<file path="config.mk">
export PLATFORM = sky130hd
export DESIGN_NAME = spi_master_multi_flat
export DESIGN_NICKNAME = d
export VERILOG_FILES = /design/src/rtl/spi_master_multi_if.sv /design/src/rtl/spi_master_multi.sv /design/src/flat_wrapper.sv
export SDC_FILE = /design/constraint.sdc
export NUM_CORES = 1
export LEC_CHECK = 0
export ABC_CLOCK_PERIOD_IN_PS = 2300
export CAP_MARGIN = 20
export CELL_PAD_IN_SITES_DETAIL_PLACEMENT = 0
export CELL_PAD_IN_SITES_GLOBAL_PLACEMENT = 1
export CORE_UTILIZATION = 41
export CTS_CLUSTER_DIAMETER = 60
export DETAILED_ROUTE_END_ITERATION = 6
export PLACE_DENSITY_LB_ADDON = 0.05
export SLEW_MARGIN = 10
export SYNTH_ARGS = -nofsm -noshare
export SYNTH_HDL_FRONTEND = slang
export SYNTH_SLANG_ARGS = --single-unit
</file>
<file path="constraint.sdc">
create_clock -name clk -period 2.3 [get_ports clk]
set_input_delay 0.23 -clock clk [delete_from_list [all_inputs] [get_ports clk]]
set_output_delay 0.23 -clock clk [all_outputs]
set_load 0.02 [all_outputs]
</file>
<file path="src/rtl/spi_master_multi_if.sv">
// Host-side handshake and per-transfer configuration bundle for spi_master_multi.
// "slave" is the SPI master block's view, "master" is the host controller's view.
interface spi_master_multi_if #(
    parameter int DATA_W = 8,
    parameter int CS_NUM = 4,
    parameter int DIV_W  = 8
);
    localparam int CS_W = (CS_NUM > 1) ? $clog2(CS_NUM) : 1;

    logic              cpol;
    logic              cpha;
    logic              lsb_first;
    logic [DIV_W-1:0]  clk_div;
    logic [CS_W-1:0]   cs_sel;
    logic              start;
    logic [DATA_W-1:0] tx_data;
    logic [DATA_W-1:0] rx_data;
    logic              tx_ready;
    logic              done;

    modport master (
        output cpol, cpha, lsb_first, clk_div, cs_sel, start, tx_data,
        input  rx_data, tx_ready, done
    );

    modport slave (
        input  cpol, cpha, lsb_first, clk_div, cs_sel, start, tx_data,
        output rx_data, tx_ready, done
    );
endinterface

</file>
<file path="src/rtl/spi_master_multi.sv">
// Full-duplex SPI master: DATA_W-bit words, runtime divider/mode/bit order, CS_NUM selects.
// Define SPI_LOOPBACK_EN to add the loop_en input that feeds MOSI back into the sampler.
module spi_master_multi #(
    parameter int DATA_W = 8,
    parameter int CS_NUM = 4,
    parameter int DIV_W  = 8
) (
    input  logic              clk,
    input  logic              rst,
    spi_master_multi_if.slave host,
`ifdef SPI_LOOPBACK_EN
    input  logic              loop_en,
`endif
    output logic              SCLK,
    output logic              MOSI,
    input  logic              MISO,
    output logic [CS_NUM-1:0] CS_N
);
    localparam int CS_W   = (CS_NUM > 1) ? $clog2(CS_NUM) : 1;
    localparam int EDGE_W = $clog2(2 * DATA_W) + 1;

    localparam logic [2:0] ST_IDLE     = 3'd0;
    localparam logic [2:0] ST_SETUP    = 3'd1;
    localparam logic [2:0] ST_TRANSFER = 3'd2;
    localparam logic [2:0] ST_HOLD     = 3'd3;
    localparam logic [2:0] ST_DONE     = 3'd4;

    logic [2:0]        state_reg;
    logic [DIV_W-1:0]  div_cnt_reg;
    logic [DIV_W-1:0]  div_lat_reg;
    logic [EDGE_W-1:0] edge_cnt_reg;
    logic              cpol_lat_reg;
    logic              cpha_lat_reg;
    logic              lsb_lat_reg;
    logic [DATA_W-1:0] tx_sh_reg;
    logic [DATA_W-1:0] rx_sh_reg;
    logic [DATA_W-1:0] rx_data_reg;
    logic              sclk_reg;
    logic              mosi_reg;
    logic [CS_NUM-1:0] cs_n_reg;

    logic              ready;
    logic              accept;
    logic              period_end;
    logic              leading;
    logic              last_edge;
    logic              sample_in;
    logic              first_bit;
    logic [DATA_W-1:0] tx_init;
    logic              tx_head;
    logic [DATA_W-1:0] tx_shifted;
    logic [DATA_W-1:0] rx_shifted;
    logic [CS_NUM-1:0] cs_dec;

    assign ready      = (state_reg == ST_IDLE) || (state_reg == ST_DONE);
    assign accept     = ready && host.start;
    assign period_end = (div_cnt_reg == div_lat_reg);
    // The edge about to fire is odd-numbered (leading) when the count so far is even.
    assign leading    = ~edge_cnt_reg[0];
    assign last_edge  = (edge_cnt_reg == EDGE_W'(2 * DATA_W - 1));

`ifdef SPI_LOOPBACK_EN
    assign sample_in = loop_en ? mosi_reg : MISO;
`else
    assign sample_in = MISO;
`endif

    // With cpha=0 the first bit goes out during SETUP, so the register starts pre-shifted.
    assign first_bit  = host.lsb_first ? host.tx_data[0] : host.tx_data[DATA_W-1];
    assign tx_init    = host.cpha ? host.tx_data
                      : (host.lsb_first ? (host.tx_data >> 1) : (host.tx_data << 1));
    assign tx_head    = lsb_lat_reg ? tx_sh_reg[0] : tx_sh_reg[DATA_W-1];
    assign tx_shifted = lsb_lat_reg ? (tx_sh_reg >> 1) : (tx_sh_reg << 1);
    assign rx_shifted = lsb_lat_reg ? {sample_in, rx_sh_reg[DATA_W-1:1]}
                                    : {rx_sh_reg[DATA_W-2:0], sample_in};

    // Out-of-range cs_sel matches no index, so every select stays high.
    generate
        for (genvar gi = 0; gi < CS_NUM; gi++) begin : g_cs_dec
            assign cs_dec[gi] = (host.cs_sel != CS_W'(gi));
        end
    endgenerate

    always_ff @(posedge clk) begin
        if (rst) begin
            state_reg    <= ST_IDLE;
            div_cnt_reg  <= '0;
            div_lat_reg  <= '0;
            edge_cnt_reg <= '0;
            cpol_lat_reg <= 1'b0;
            cpha_lat_reg <= 1'b0;
            lsb_lat_reg  <= 1'b0;
            tx_sh_reg    <= '0;
            rx_sh_reg    <= '0;
            rx_data_reg  <= '0;
            sclk_reg     <= 1'b0;
            mosi_reg     <= 1'b0;
            cs_n_reg     <= '1;
        end else begin
            case (state_reg)
                ST_IDLE, ST_DONE: begin
                    sclk_reg <= host.cpol;
                    cs_n_reg <= '1;
                    if (accept) begin
                        cpol_lat_reg <= host.cpol;
                        cpha_lat_reg <= host.cpha;
                        lsb_lat_reg  <= host.lsb_first;
                        div_lat_reg  <= host.clk_div;
                        tx_sh_reg    <= tx_init;
                        mosi_reg     <= first_bit;
                        rx_sh_reg    <= '0;
                        cs_n_reg     <= cs_dec;
                        div_cnt_reg  <= '0;
                        edge_cnt_reg <= '0;
                        state_reg    <= ST_SETUP;
                    end else begin
                        state_reg <= ST_IDLE;
                    end
                end
                ST_SETUP: begin
                    if (period_end) begin
                        div_cnt_reg <= '0;
                        state_reg   <= ST_TRANSFER;
                    end else begin
                        div_cnt_reg <= div_cnt_reg + DIV_W'(1);
                    end
                end
                ST_TRANSFER: begin
                    if (period_end) begin
                        div_cnt_reg  <= '0;
                        sclk_reg     <= ~sclk_reg;
                        edge_cnt_reg <= edge_cnt_reg + EDGE_W'(1);
                        if (leading != cpha_lat_reg) begin
                            rx_sh_reg <= rx_shifted;
                        end else if (cpha_lat_reg || !last_edge) begin
                            mosi_reg  <= tx_head;
                            tx_sh_reg <= tx_shifted;
                        end
                        if (last_edge) begin
                            state_reg <= ST_HOLD;
                        end
                    end else begin
                        div_cnt_reg <= div_cnt_reg + DIV_W'(1);
                    end
                end
                ST_HOLD: begin
                    if (period_end) begin
                        div_cnt_reg <= '0;
                        cs_n_reg    <= '1;
                        rx_data_reg <= rx_sh_reg;
                        state_reg   <= ST_DONE;
                    end else begin
                        div_cnt_reg <= div_cnt_reg + DIV_W'(1);
                    end
                end
                default: begin
                    state_reg <= ST_IDLE;
                end
            endcase
        end
    end

    assign host.tx_ready = ready;
    assign host.done     = (state_reg == ST_DONE);
    assign host.rx_data  = rx_data_reg;
    assign SCLK          = sclk_reg;
    assign MOSI          = mosi_reg;
    assign CS_N          = cs_n_reg;
endmodule
</file>
<file path="src/flat_wrapper.sv">
// flat-port wrapper written by rule: the top's interface ports become plain ports
module spi_master_multi_flat 
#(
    parameter int DATA_W = 8,
    parameter int CS_NUM = 4,
    parameter int DIV_W  = 8
)
  (clk, rst, SCLK, MOSI, MISO, CS_N, host_cpol, host_cpha, host_lsb_first, host_clk_div, host_cs_sel, host_start, host_tx_data, host_rx_data, host_tx_ready, host_done);
  spi_master_multi_if #(.DATA_W(DATA_W), .CS_NUM(CS_NUM), .DIV_W(DIV_W)) host_i ();
  input  logic clk;
  input  logic rst;
  output logic SCLK;
  output logic MOSI;
  input  logic MISO;
  output logic [CS_NUM-1:0] CS_N;
  input wire logic [$bits(host_i.cpol)-1:0] host_cpol;
  input wire logic [$bits(host_i.cpha)-1:0] host_cpha;
  input wire logic [$bits(host_i.lsb_first)-1:0] host_lsb_first;
  input wire logic [$bits(host_i.clk_div)-1:0] host_clk_div;
  input wire logic [$bits(host_i.cs_sel)-1:0] host_cs_sel;
  input wire logic [$bits(host_i.start)-1:0] host_start;
  input wire logic [$bits(host_i.tx_data)-1:0] host_tx_data;
  output wire logic [$bits(host_i.rx_data)-1:0] host_rx_data;
  output wire logic [$bits(host_i.tx_ready)-1:0] host_tx_ready;
  output wire logic [$bits(host_i.done)-1:0] host_done;
  assign host_i.cpol = host_cpol;
  assign host_i.cpha = host_cpha;
  assign host_i.lsb_first = host_lsb_first;
  assign host_i.clk_div = host_clk_div;
  assign host_i.cs_sel = host_cs_sel;
  assign host_i.start = host_start;
  assign host_i.tx_data = host_tx_data;
  assign host_rx_data = host_i.rx_data;
  assign host_tx_ready = host_i.tx_ready;
  assign host_done = host_i.done;
  spi_master_multi #(.DATA_W(DATA_W), .CS_NUM(CS_NUM), .DIV_W(DIV_W)) u_core (.clk(clk), .rst(rst), .host(host_i), .SCLK(SCLK), .MOSI(MOSI), .MISO(MISO), .CS_N(CS_N));
endmodule
</file>
==> results.sh <==
export IMPL_swShare=0.349
export IMPL_required_ns=2.55
export IMPL_setup_viol=0
export IMPL_cts_tree="built"
export IMPL_clkTransAtPathRegs_ns=0.11
export IMPL_synth_edf_count=0
export IMPL_grt_overflow=0
export IMPL_r2r_start="u_core.edge_cnt_reg[0]$_SDFFE_PP0P_"
export IMPL_vias_per_cell=5.47
export IMPL_clock_path_buffers=2
export IMPL_crit_end="u_core.tx_sh_reg[6]$_SDFFE_PP0P_"
export IMPL_syn_to_final_growth_pct=22.8
export IMPL_drc=0
export IMPL_dr_total_vias=2395
export IMPL_critPathLaunchType="flop"
export IMPL_ant_nets=0
export IMPL_r2r_cells=8
export IMPL_ir_drop_uv=388
export IMPL_clock_latency_ns=0.32
export IMPL_ys_types=48
export IMPL_yosysSeqAreaShare=0.394
export IMPL_synth_flop_cell="dfxtp_1"
export IMPL_worstMarginPinSlew_ns=0.719
export IMPL_seq_power_share=0.393
export IMPL_cts_setup_buffers=0
export IMPL_r2r_setup_slack_ns=0.24
export IMPL_drv_cap=0
export IMPL_setup_tns_ns=0
export IMPL_period_share=0.898
export IMPL_syn_inst=322
export IMPL_outcome="complete, no violations"
export IMPL_layout_min_cycle_time_ns=2.06
export IMPL_placed_cell_area_um2=3350
export IMPL_root_buffer="clkbuf_8"
export IMPL_pin_count=41
export IMPL_fin_nets=388
export IMPL_path_class="reg -> reg"
export IMPL_port_buffers=40
export IMPL_design_core_area_um2=6530
export IMPL_end_kind="flop"
export IMPL_worstHoldPathType="in -> reg"
export IMPL_grt_pass1_wl_mm=11.1
export IMPL_drive_above_1_share=0.130
export IMPL_dp_slack_ns=0.258
export IMPL_finalWorstSetupSlack_ns=0.235
export IMPL_clock_fmax_mhz=484
export IMPL_critPathArrivalTime_ns=2.32
export IMPL_synth_async_reset_ratio=0
export IMPL_total_leakage_power_nw=1.27
export IMPL_die_h_um=85.3
export IMPL_syn_avg_cell_area_um2=8.83
export IMPL_fp_row_count=29
export IMPL_cts_inserted_buffers=5
export IMPL_grt_start_max_net_pins=25
export IMPL_power_density_nw_per_um2=868
export IMPL_slew_limit_headroom=0.520
export IMPL_pwr_share_comb=0.349
export IMPL_hold_viol=0
export IMPL_gp_congestion=0.777
export IMPL_switchingPower_mw=1.06
export IMPL_ctsResizeCount=0
export IMPL_die_area_um2=7270
export IMPL_grt_pass1_vias=2297
export IMPL_grt_antenna_before_repair=0
export IMPL_wirelength_mm=6.39
export IMPL_antenna_cells=0
export IMPL_grt_use_total=0.191
export IMPL_ys_warn_count=0
export IMPL_drt_wirelength_per_cell_um=14.6
export IMPL_synthesis_area_um2=2840
export IMPL_clkSinkCount=56
export IMPL_die_x_um=85.3
export IMPL_fillCellCount=625
export IMPL_cts_max_level=2
export IMPL_rsz0062_at_grt="no"
export IMPL_synth_seq_cells=56
export IMPL_cp_startpoint="u_core.edge_cnt_reg[0]$_SDFFE_PP0P_"
export IMPL_first_iter_violations=65
export IMPL_r2r_end="u_core.tx_sh_reg[6]$_SDFFE_PP0P_"
export IMPL_critPathMaxFanout=8
export IMPL_slew_violations=0
export IMPL_synth_fp_nets=350
export IMPL_cts_hold_buffers=0
export IMPL_hpwl_mm=4.45
export IMPL_pwr_share_clk=0.258
export IMPL_start_util=0.435
export IMPL_intPower_mw=1.97
export IMPL_final_setup_skew_ns=0.0123
export IMPL_firstDrtPassIters=5
export IMPL_final_cell_area_um2=3490
==> how the worst min path moves through the flow <==
stage | startpoint | endpoint | cells after the start
3_5_place_dp | u_core.SCLK$_SDFFE_PP0P_ | u_core.SCLK$_SDFFE_PP0P_ | 1
6_report | host_clk_div[6] | u_core.div_lat_reg[6]$_SDFFE_PP0P_ | 3
4_1_cts | host_clk_div[6] | u_core.div_lat_reg[6]$_SDFFE_PP0P_ | 3
3_3_place_gp | u_core.div_lat_reg[1]$_SDFFE_PP0P_ | u_core.div_lat_reg[1]$_SDFFE_PP0P_ | 2
2_1_floorplan | host_cs_sel[1] | u_core.CS_N[0]$_SDFFE_PP1P_ | 1
5_1_grt | host_clk_div[6] | u_core.div_lat_reg[6]$_SDFFE_PP0P_ | 3
==> metrics by stage <==
step,std cells,util,hold slack (ns),power (mW)
floorplan,322,-,0.359,1.91
global placement,430,0.514,0.455,2.28
detailed placement,430,0.514,0.459,2.27
CTS,438,0.535,0.432,3.06
global route,438,0.535,0.455,3.22
finish,438,0.535,0.437,3.03
==> cell type report <==
| cell class | instances | area [µm²] | area share |
|---|---|---|---|
| inverters | 11 | 41.3 | 0.0118 |
| clock buffers | 5 | 68.8 | 0.0197 |
| multi-input cells | 231 | 1580 | 0.453 |
| flip-flops and latches | 56 | 1120 | 0.321 |
| clock inverters | 3 | 68.8 | 0.0197 |
| repair buffers | 55 | 513 | 0.147 |
| well taps | 77 | 96.3 | 0.0276 |
==> power groups by stage <==
stage / Combinational, mW / Clock [mW] / Sequential (mW)
floorplan: 0.743 / 0 / 1.17
global placement: 1.07 / 0 / 1.21
detailed placement: 1.06 / 0 / 1.21
CTS: 1.07 / 0.800 / 1.19
global route: 1.18 / 0.825 / 1.21
finish: 1.06 / 0.781 / 1.19
==> cells by family (layout without fill, tap and decap cells) <==
group	count (synthesis)	in the layout	share of synthesized area
XOR/XNOR	16	16	0.0493
flip-flops	56	56	0.394
AND/OR/NAND/NOR	108	108	0.195
adder cells (fa/ha/maj)	3	3	0.0132
AO/OA/AOI/OAI	74	74	0.189
buffers and inverters	35	74	0.0506
multiplexers	30	30	0.109
==> per-layer routing <==
metal  wire length (µm)  global-route usage
met3                197              0.0272
met5                  0                   0
met4                 92              0.0682
met1               3330               0.268
met2               2760               0.299
==> critical path: stages, from the launching register on <==
cell,delay [ns]
dfxtp_1,0.38
ha_1,0.24
and3_1,0.18
ha_1,0.19
nand2b_1,0.14
mux2i_1,0.15
and4_1,0.41
o221ai_1,0.15
a21oi_1,0.15
==> placed cells by master, fill, tap and decap left out, drive strengths merged, types with 8 or more instances in the layout <==
cell / netlist / routed
clkdlybuf4s50: 0 / 40
mux2i: 23 / 23
nor2: 22 / 22
inv: 11 / 12
dfxtp: 56 / 56
nand3: 11 / 11
nand2: 39 / 39
xor2: 15 / 15
o211ai: 8 / 8
buf: 5 / 15
a21oi: 26 / 26
==> cell usage after synthesis, drive strengths merged (2+ instances only) <==
library cell,number,area (µm²)
a21oi,26,130
nor3b,2,15.0
nand2b,5,31.3
inv,11,41.3
ha,3,37.5
clkbuf,19,71.3
or3,2,12.5
nand4,4,25.0
and3,4,25.0
a31oi,3,18.8
mux2i,23,230
nand2,39,149
o22ai,7,87.6
o21ai,7,35.0
xor2,15,131
or4,2,15.0
or3b,2,17.5
nor4,2,42.5
buf,5,31.3
nand3,11,55.1
o211ai,8,60.1
a221oi,2,17.5
or2,3,18.8
o32a,5,50.1
and2,2,12.5
dfxtp,56,1120
mux2,7,78.8
o221ai,7,61.3
nor3,4,20.0
a211oi,2,15.0
nor2,22,82.6
No activity file was read; power rests on OpenSTA's default activity.
